==> src/rtl/bcd_pkg.sv <==
// Shared BCD digit type, decade limits and the load clamp helper.
package bcd_pkg;

    typedef logic [3:0] digit_t;

    localparam digit_t BCD_MAX = 4'd9;
    localparam digit_t BCD_MIN = 4'd0;

    function automatic digit_t bcd_clamp(input digit_t d);
        return (d > BCD_MAX) ? BCD_MAX : d;
    endfunction

endpackage

==> src/rtl/bcd_digit.sv <==
// One BCD decade: registered digit with clear, clamped load and up/down step.
module bcd_digit
    import bcd_pkg::*;
(
    input  logic   Clk,
    input  logic   Rst_n,
    input  logic   en,
    input  logic   dir,
    input  logic   clr,
    input  logic   load,
    input  digit_t din,
    output digit_t q,
    output logic   carry,
    output logic   borrow
);

    digit_t digit_q, digit_d;

    always_comb begin
        digit_d = digit_q;
        if (clr) begin
            digit_d = BCD_MIN;
        end else if (load) begin
            digit_d = bcd_clamp(din);
        end else if (en) begin
            if (dir) begin
                digit_d = (digit_q >= BCD_MAX) ? BCD_MIN : digit_q + 4'd1;
            end else begin
                digit_d = (digit_q == BCD_MIN) ? BCD_MAX : digit_q - 4'd1;
            end
        end
    end

    // Ripple terms stay combinational so the whole chain steps in one cycle.
    assign carry  = en & dir & (digit_q >= BCD_MAX);
    assign borrow = en & ~dir & (digit_q == BCD_MIN);
    assign q      = digit_q;

    always_ff @(posedge Clk or negedge Rst_n) begin
        if (!Rst_n) begin
            digit_q <= BCD_MIN;
        end else begin
            digit_q <= digit_d;
        end
    end

endmodule

==> src/rtl/bcd_updown_counter.sv <==
// Cascaded multi-decade BCD up/down counter with registered wrap pulses.
module bcd_updown_counter
    import bcd_pkg::*;
#(
    parameter int unsigned DIGITS = 4
) (
    input  logic                  Clk,
    input  logic                  Rst_n,
    input  logic                  Cin,
    input  logic                  Dir,
    input  logic                  Clr,
    input  logic                  Load,
    input  logic [4*DIGITS-1:0]   Din,
    output logic [4*DIGITS-1:0]   q,
    output logic                  Cout,
    output logic                  Bout,
    output logic                  Zero
);

    logic [DIGITS-1:0] en;
    logic [DIGITS-1:0] carry;
    logic [DIGITS-1:0] borrow;
    logic              cout_q, bout_q;

    for (genvar i = 0; i < DIGITS; i++) begin : g_digit
        if (i == 0) begin : g_first
            assign en[i] = Cin;
        end else begin : g_rest
            assign en[i] = carry[i-1] | borrow[i-1];
        end

        bcd_digit u_digit (
            .Clk    (Clk),
            .Rst_n  (Rst_n),
            .en     (en[i]),
            .dir    (Dir),
            .clr    (Clr),
            .load   (Load),
            .din    (Din[4*i +: 4]),
            .q      (q[4*i +: 4]),
            .carry  (carry[i]),
            .borrow (borrow[i])
        );
    end

    // A ripple out of the top decade is a wrap only when the step actually happens.
    always_ff @(posedge Clk or negedge Rst_n) begin
        if (!Rst_n) begin
            cout_q <= 1'b0;
            bout_q <= 1'b0;
        end else begin
            cout_q <= ~Clr & ~Load & carry[DIGITS-1];
            bout_q <= ~Clr & ~Load & borrow[DIGITS-1];
        end
    end

    assign Cout = cout_q;
    assign Bout = bout_q;
    assign Zero = (q == '0);

endmodule
==> config.mk <==
export PLATFORM = sky130hd
export DESIGN_NAME = bcd_updown_counter
export DESIGN_NICKNAME = d
export VERILOG_FILES = /design/src/rtl/bcd_pkg.sv /design/src/rtl/bcd_digit.sv /design/src/rtl/bcd_updown_counter.sv
export SDC_FILE = /design/constraint.sdc
export NUM_CORES = 1
export LEC_CHECK = 0
export BUFFER_PORTS_ARGS = -buffer_cell sky130_fd_sc_hd__buf_2
export CORE_ASPECT_RATIO = 1.4
export CORE_MARGIN = 2
export CORE_UTILIZATION = 35
export DETAILED_ROUTE_END_ITERATION = 10
export PLACE_DENSITY = 0.67
export SYNTH_ARGS = -nofsm -noshare
export SYNTH_HDL_FRONTEND = slang
export SYNTH_SLANG_ARGS = --single-unit
==> constraint.sdc <==
create_clock -name Clk -period 3.2 [get_ports Clk]
set_input_delay 0.48 -clock Clk [delete_from_list [all_inputs] [get_ports Clk]]
set_output_delay 0.48 -clock Clk [all_outputs]
set_load 0.02 [all_outputs]
---- After elaboration in Yosys (flattened, before gate mapping) ----
Cells that the tools add are included.
storage, ports and cells
  word-level logic and storage cells ...... 84
  input port bits ......................... 22
  register bits after elaboration ......... 18
cells by class
  $lt $le $gt $ge ......................... 8
  $add $sub $neg .......................... 8
  bitwise operators ....................... 25
  reductions and logical operators ........ 9
  mux-type cells .......................... 28
operators with widths
  operator             count
  $mux 4               28
  $and 1x1->1          19
  $add 4x1->4 const B  4
  $ge 4x4->1 const B   4
  $gt 4x4->1 const B   4
  $logic_not 16->1     1
  $logic_not 4->1      4
  $sub 4x1->4 const B  4
  $reduce_bool 3->1    4
  $not 1->1            3
  $or 1x1->1           3

---- Longest topological paths before layout ----
  depth after elaboration ................. 13
  mapped depth ............................ 7
  gate-level depth less buffers ........... 7

---- Cells and area by module ----
From an unflattened synthesis, not the netlist that was laid out.
unflattened totals
  cell total of the unflattened synthesis .. 240
  area, all modules ....................... 1959.4 µm²
modules (own cells, without submodules)
  module              area an instance (µm²)  seq. area each (µm²)  cells each  instances
  bcd_digit           460.4                   100.1                 57          4
  bcd_updown_counter  117.6                   50.0                  12          1

---- Least setup slack after synthesis ----
No wires, ideal clock.
  kind .................................... reg2reg
  start ................................... register g_digit[1].u_digit.digit_q[1]
  end ..................................... register g_digit[3].u_digit.digit_q[2]
  setup time .............................. 0.125 ns
  required time ........................... 3.075 ns
  path slack .............................. 1.066 ns
  arrival time ............................ 2.009 ns
  cell stages (with the launch flop) ...... 7
  cells stage by stage .................... dfrtp_1 > inv_1 > ha_1 > o311a_4 > o2111ai_4 > o21a_4 > mux2_4
between the ends
  cells in the longest elaborated chain, start to end .. 7
  elaborated cells between the ends (all ways) .. 11
RTL lines
  what                                                  RTL line                          RTL
  from (decl)                                           bcd_digit.sv:17                   digit_t digit_q, digit_d;
  from (signal assigned)                                bcd_digit.sv:43                   digit_q <= digit_d;
  $ge 4x4->1 / $logic_not 4->1 (equally long branches)  bcd_digit.sv:35, bcd_digit.sv:36
  $and 1x1->1 (on tied branches)                        bcd_digit.sv:35, bcd_digit.sv:36
  $or 1x1->1 *                                          bcd_updown_counter.sv:29          assign en[i] = carry[i-1] | borrow[i-1];
  $and 1x1->1 (on tied branches) (2 in a row)           bcd_digit.sv:35, bcd_digit.sv:36
  $or 1x1->1 *                                          bcd_updown_counter.sv:29
  $reduce_bool 3->1 (no source line) *                  -
  to (signal assigned)                                  bcd_digit.sv:43
  to (decl)                                             bcd_digit.sv:17
Mark *: on every way between the ends. The rest lies on a longest branch, timed or not.
A chain may end at the register's enable or synchronous reset.

---- Final worst setup path ----
  start ................................... register g_digit[2].u_digit.digit_q[0]
  end ..................................... output Zero
between the ends
  cells in the longest elaborated chain, start to end .. 1
RTL lines
  what                    RTL line                  RTL
  from (decl)             bcd_digit.sv:17
  from (signal assigned)  bcd_digit.sv:43
  $logic_not 16->1        bcd_updown_counter.sv:59  assign Zero = (q == '0);
  to (decl)               bcd_updown_counter.sv:17  output logic Zero
No other way between the ends.

==> run_results.csv <==
group,metric,value,unit
critical_path,critical_path_class,"flip-flop to output port",
global_routing,grt_pass1_vias,1721,
timing,fmax,0.426,GHz
global_routing,grt_max_degree,29,
timing,worst_slew_pin_slew,0.626,ns
final_layout,nets,290,
critical_path,critical_path.max_stage_delay,0.47,ns
cts,clkTransAtPathRegs,0.08,ns
yosys,yosys-top-cells-count,"21 x nor2_1, 18 x dfrtp_1, 16 x inv_1",
floorplan,start_util,0.361,
yosys,yosys.area.top_type,"dfrtp_1",
cts,hold_buffers,0,
critical_path,worstPathCellList,"inv_1, ha_1, nor3b_1, nand2_1, nor2_1, buf_2",
yosys,avgSynthCellArea,8.44,sq um
timing,setup_viol,0,
yosys,synth_warnings,0,
yosys,yosys.area.top_type_share,0.242,
detailed_routing,via_per_inst,5.66,
yosys,seq_area_frac_synth,0.242,
cts,cts_tree,"yes",
yosys,syn_nets,257,
cts,cts_resized,0,
worst_hold_path,worstHoldPathType,"input port to asynchronous set/reset pin",
critical_path,arrival,1.87,ns
timing,finClkSkew,0.00773,ns
yosys,ys_ff_latch,18,
final_layout,num_antenna_cells,0,
critical_path,cp.required,2.72,ns
global_routing,grt_usage,0.164,
cts,cts_buffers,3,
final_layout,layout-drive-gt1-share,0.253,
placement,globalplace.congestion,0.849,
cts,clkLatencyLatePin,0.26,ns
yosys,ys.flop_type,"dfrtp_1",
floorplan,core,5160,sq um
critical_path,slowest_stage,"dfrtp_1",
cts,htreeDepth,1,
detailed_routing,ant_nets,0,
global_routing,grt_pass1_wl,7970,microns
timing,rsz0062_at_grt,"no",
status,status,"finished clean",
detailed_routing,drc,0,
yosys,yosysMostFrequentCell,"nor2_1",
detailed_routing,wl,4770,microns
yosys,async_reset_ff_frac,1.00,
global_routing,grt-ovfl-total,0,
final_layout,post-route-util,0.415,
floorplan,num_rows,31,
detailed_routing,vias,1806,
yosys,synth_edf_count,0,
timing,period_needed,2.35,ns
critical_path,rr_worst_depth,7,
yosys,syn_area,1860,sq um
yosys,ys_top_cells_by_area,"dfrtp_1 24%, ha_1 9.4%, nor2_1 4.2%",
yosys,syn_inst,221,
pwr,powerDensity,365,nW/um^2
pwr,leakage,0.945,nW
timing,slew_violations,0,
detailed_routing,drt-wirelength-per-cell,15.0,microns
cts,clockBufferDepth,2,
yosys,ys_types,58,
pwr,irDropWorstVdd,0.000144,V
placement,hpwlAfterDp,3570,microns
placement,port_buffers,40,
floorplan,die_h,90.4,microns
global_routing,antenna_found_initial,0,
timing,min_period_over_period,0.734,
cts,clock_sinks,18,
cts,cts_setup_buffers,0,
timing,tns,0,ns
floorplan,die_x,65.7,microns
critical_path,critPathLaunchType,"flip-flop",
timing,maxSlewHeadroom,0.581,
detailed_routing,drt_first_pass_iters,4,
detailed_routing,drt_iter0_markers,105,
timing,hold_viol_final,0,
floorplan,ios,41,
final_layout,areaGrowthSynthToFinish,14.8,%
critical_path,cp_max_fo,8,
floorplan,dieArea,5930,sq um
cts,root_buffer,"clkbuf_8",
critical_path,endpoint_kind,"output port",
job,max-cap-violations,0,
-- worst max-delay path, delay by kind of cell (launching register included) --
kind / cells / cell delay [ns]
and+or+nand+nor: 3 / 0.59
DFF: 1 / 0.47
adders and majority gates: 1 / 0.26
buffers and inverters: 2 / 0.30
-- power by group --
part	internal [mW]	switching (mW)
logic	0.128	0.169
registers	0.245	0.0428
clock network	0.109	0.0864
-- flip-flops by register name, summed over array words and instances, names as in the netlist --
name               flops
g_digit.u_digit.q     16
Cout                   1
Bout                   1
-- final timing paths --
kind / endpoint / slack (ns) / from
max: Zero / 0.85 / g_digit[2].u_digit.q[0]
min: g_digit[0].u_digit.q[0] / 0.16 / Rst_n
max reg2reg: g_digit[3].u_digit.q[2] / 1.00 / g_digit[0].u_digit.q[0]
min reg2reg: g_digit[1].u_digit.q[0] / 0.67 / g_digit[1].u_digit.q[0]
max in group asynchronous: g_digit[2].u_digit.q[0] / 2.71 / Rst_n
min in group Clk: g_digit[0].u_digit.q[1] / 0.48 / Din[1]
-- metal layers --
layer | vias to the layer above | share of wire | global-route usage | wire (microns)
met5 | - | 0 | 0 | 0
met4 | 0 | 0.013 | 0.0642 | 61
met3 | 8 | 0.042 | 0.0212 | 199
met2 | 52 | 0.50 | 0.272 | 2390
met1 | 861 | 0.44 | 0.212 | 2120
li1 | 885 | - | - | -
-- layout by cell type, fill, tap and decap left out, types with 2 or more instances in the layout --
master and instances:
buf_2 40, nor2_1 21, dfrtp_1 18, inv_1 16, nand2_1 15, o21ai_0 14
ha_1 14, a21oi_1 12, nand3b_1 7, nor3_1 7, o31ai_1 6, nor3b_1 5
mux2i_1 5, nor2b_1 5, nand3_1 5, a32oi_1 4, clkbuf_8 4, nand2b_1 3
o311ai_0 3, a211o_1 3, nor3b_4 2, nor4_1 2, a31oi_1 2, o32ai_1 2
a211oi_1 2, mux2_2 2, mux2_4 2, o2111ai_1 2, or4b_2 2
-- cell type report --
| type | count | area [sq um] |
|---|---|---|
| inverter | 17 | 63.8 |
| timing repair buffer | 40 | 200 |
| tap | 66 | 82.6 |
| sequential | 18 | 450 |
| fill | 519 | 3020 |
| multi-input combinational | 174 | 1290 |
| clock buffer | 4 | 55.1 |
-- cells by family after synthesis --
family / Yosys count / synth area share
DFF: 18 / 0.242
AOI/OAI and AO/OA: 68 / 0.284
xor gates and xnor gates: 1 / 0.00470
adders and majority gates: 14 / 0.0940
buffers and inverters: 29 / 0.0678
and+or+nand+nor: 82 / 0.253
muxes: 9 / 0.0550
-- stage by stage --
step	hold WS (ns)	setup slack, ns	instances	total power [mW]	area (sq um)
global placement	0.452	0.949	315	0.585	2080
floorplan	0.184	1.07	221	0.506	1860
detailed placement	0.451	0.905	315	0.587	2080
global route	0.181	0.649	319	0.833	2140
CTS	0.165	0.832	319	0.786	2140
finish	0.158	0.851	319	0.780	2140
No activity file was read; power rests on OpenSTA's default activity.
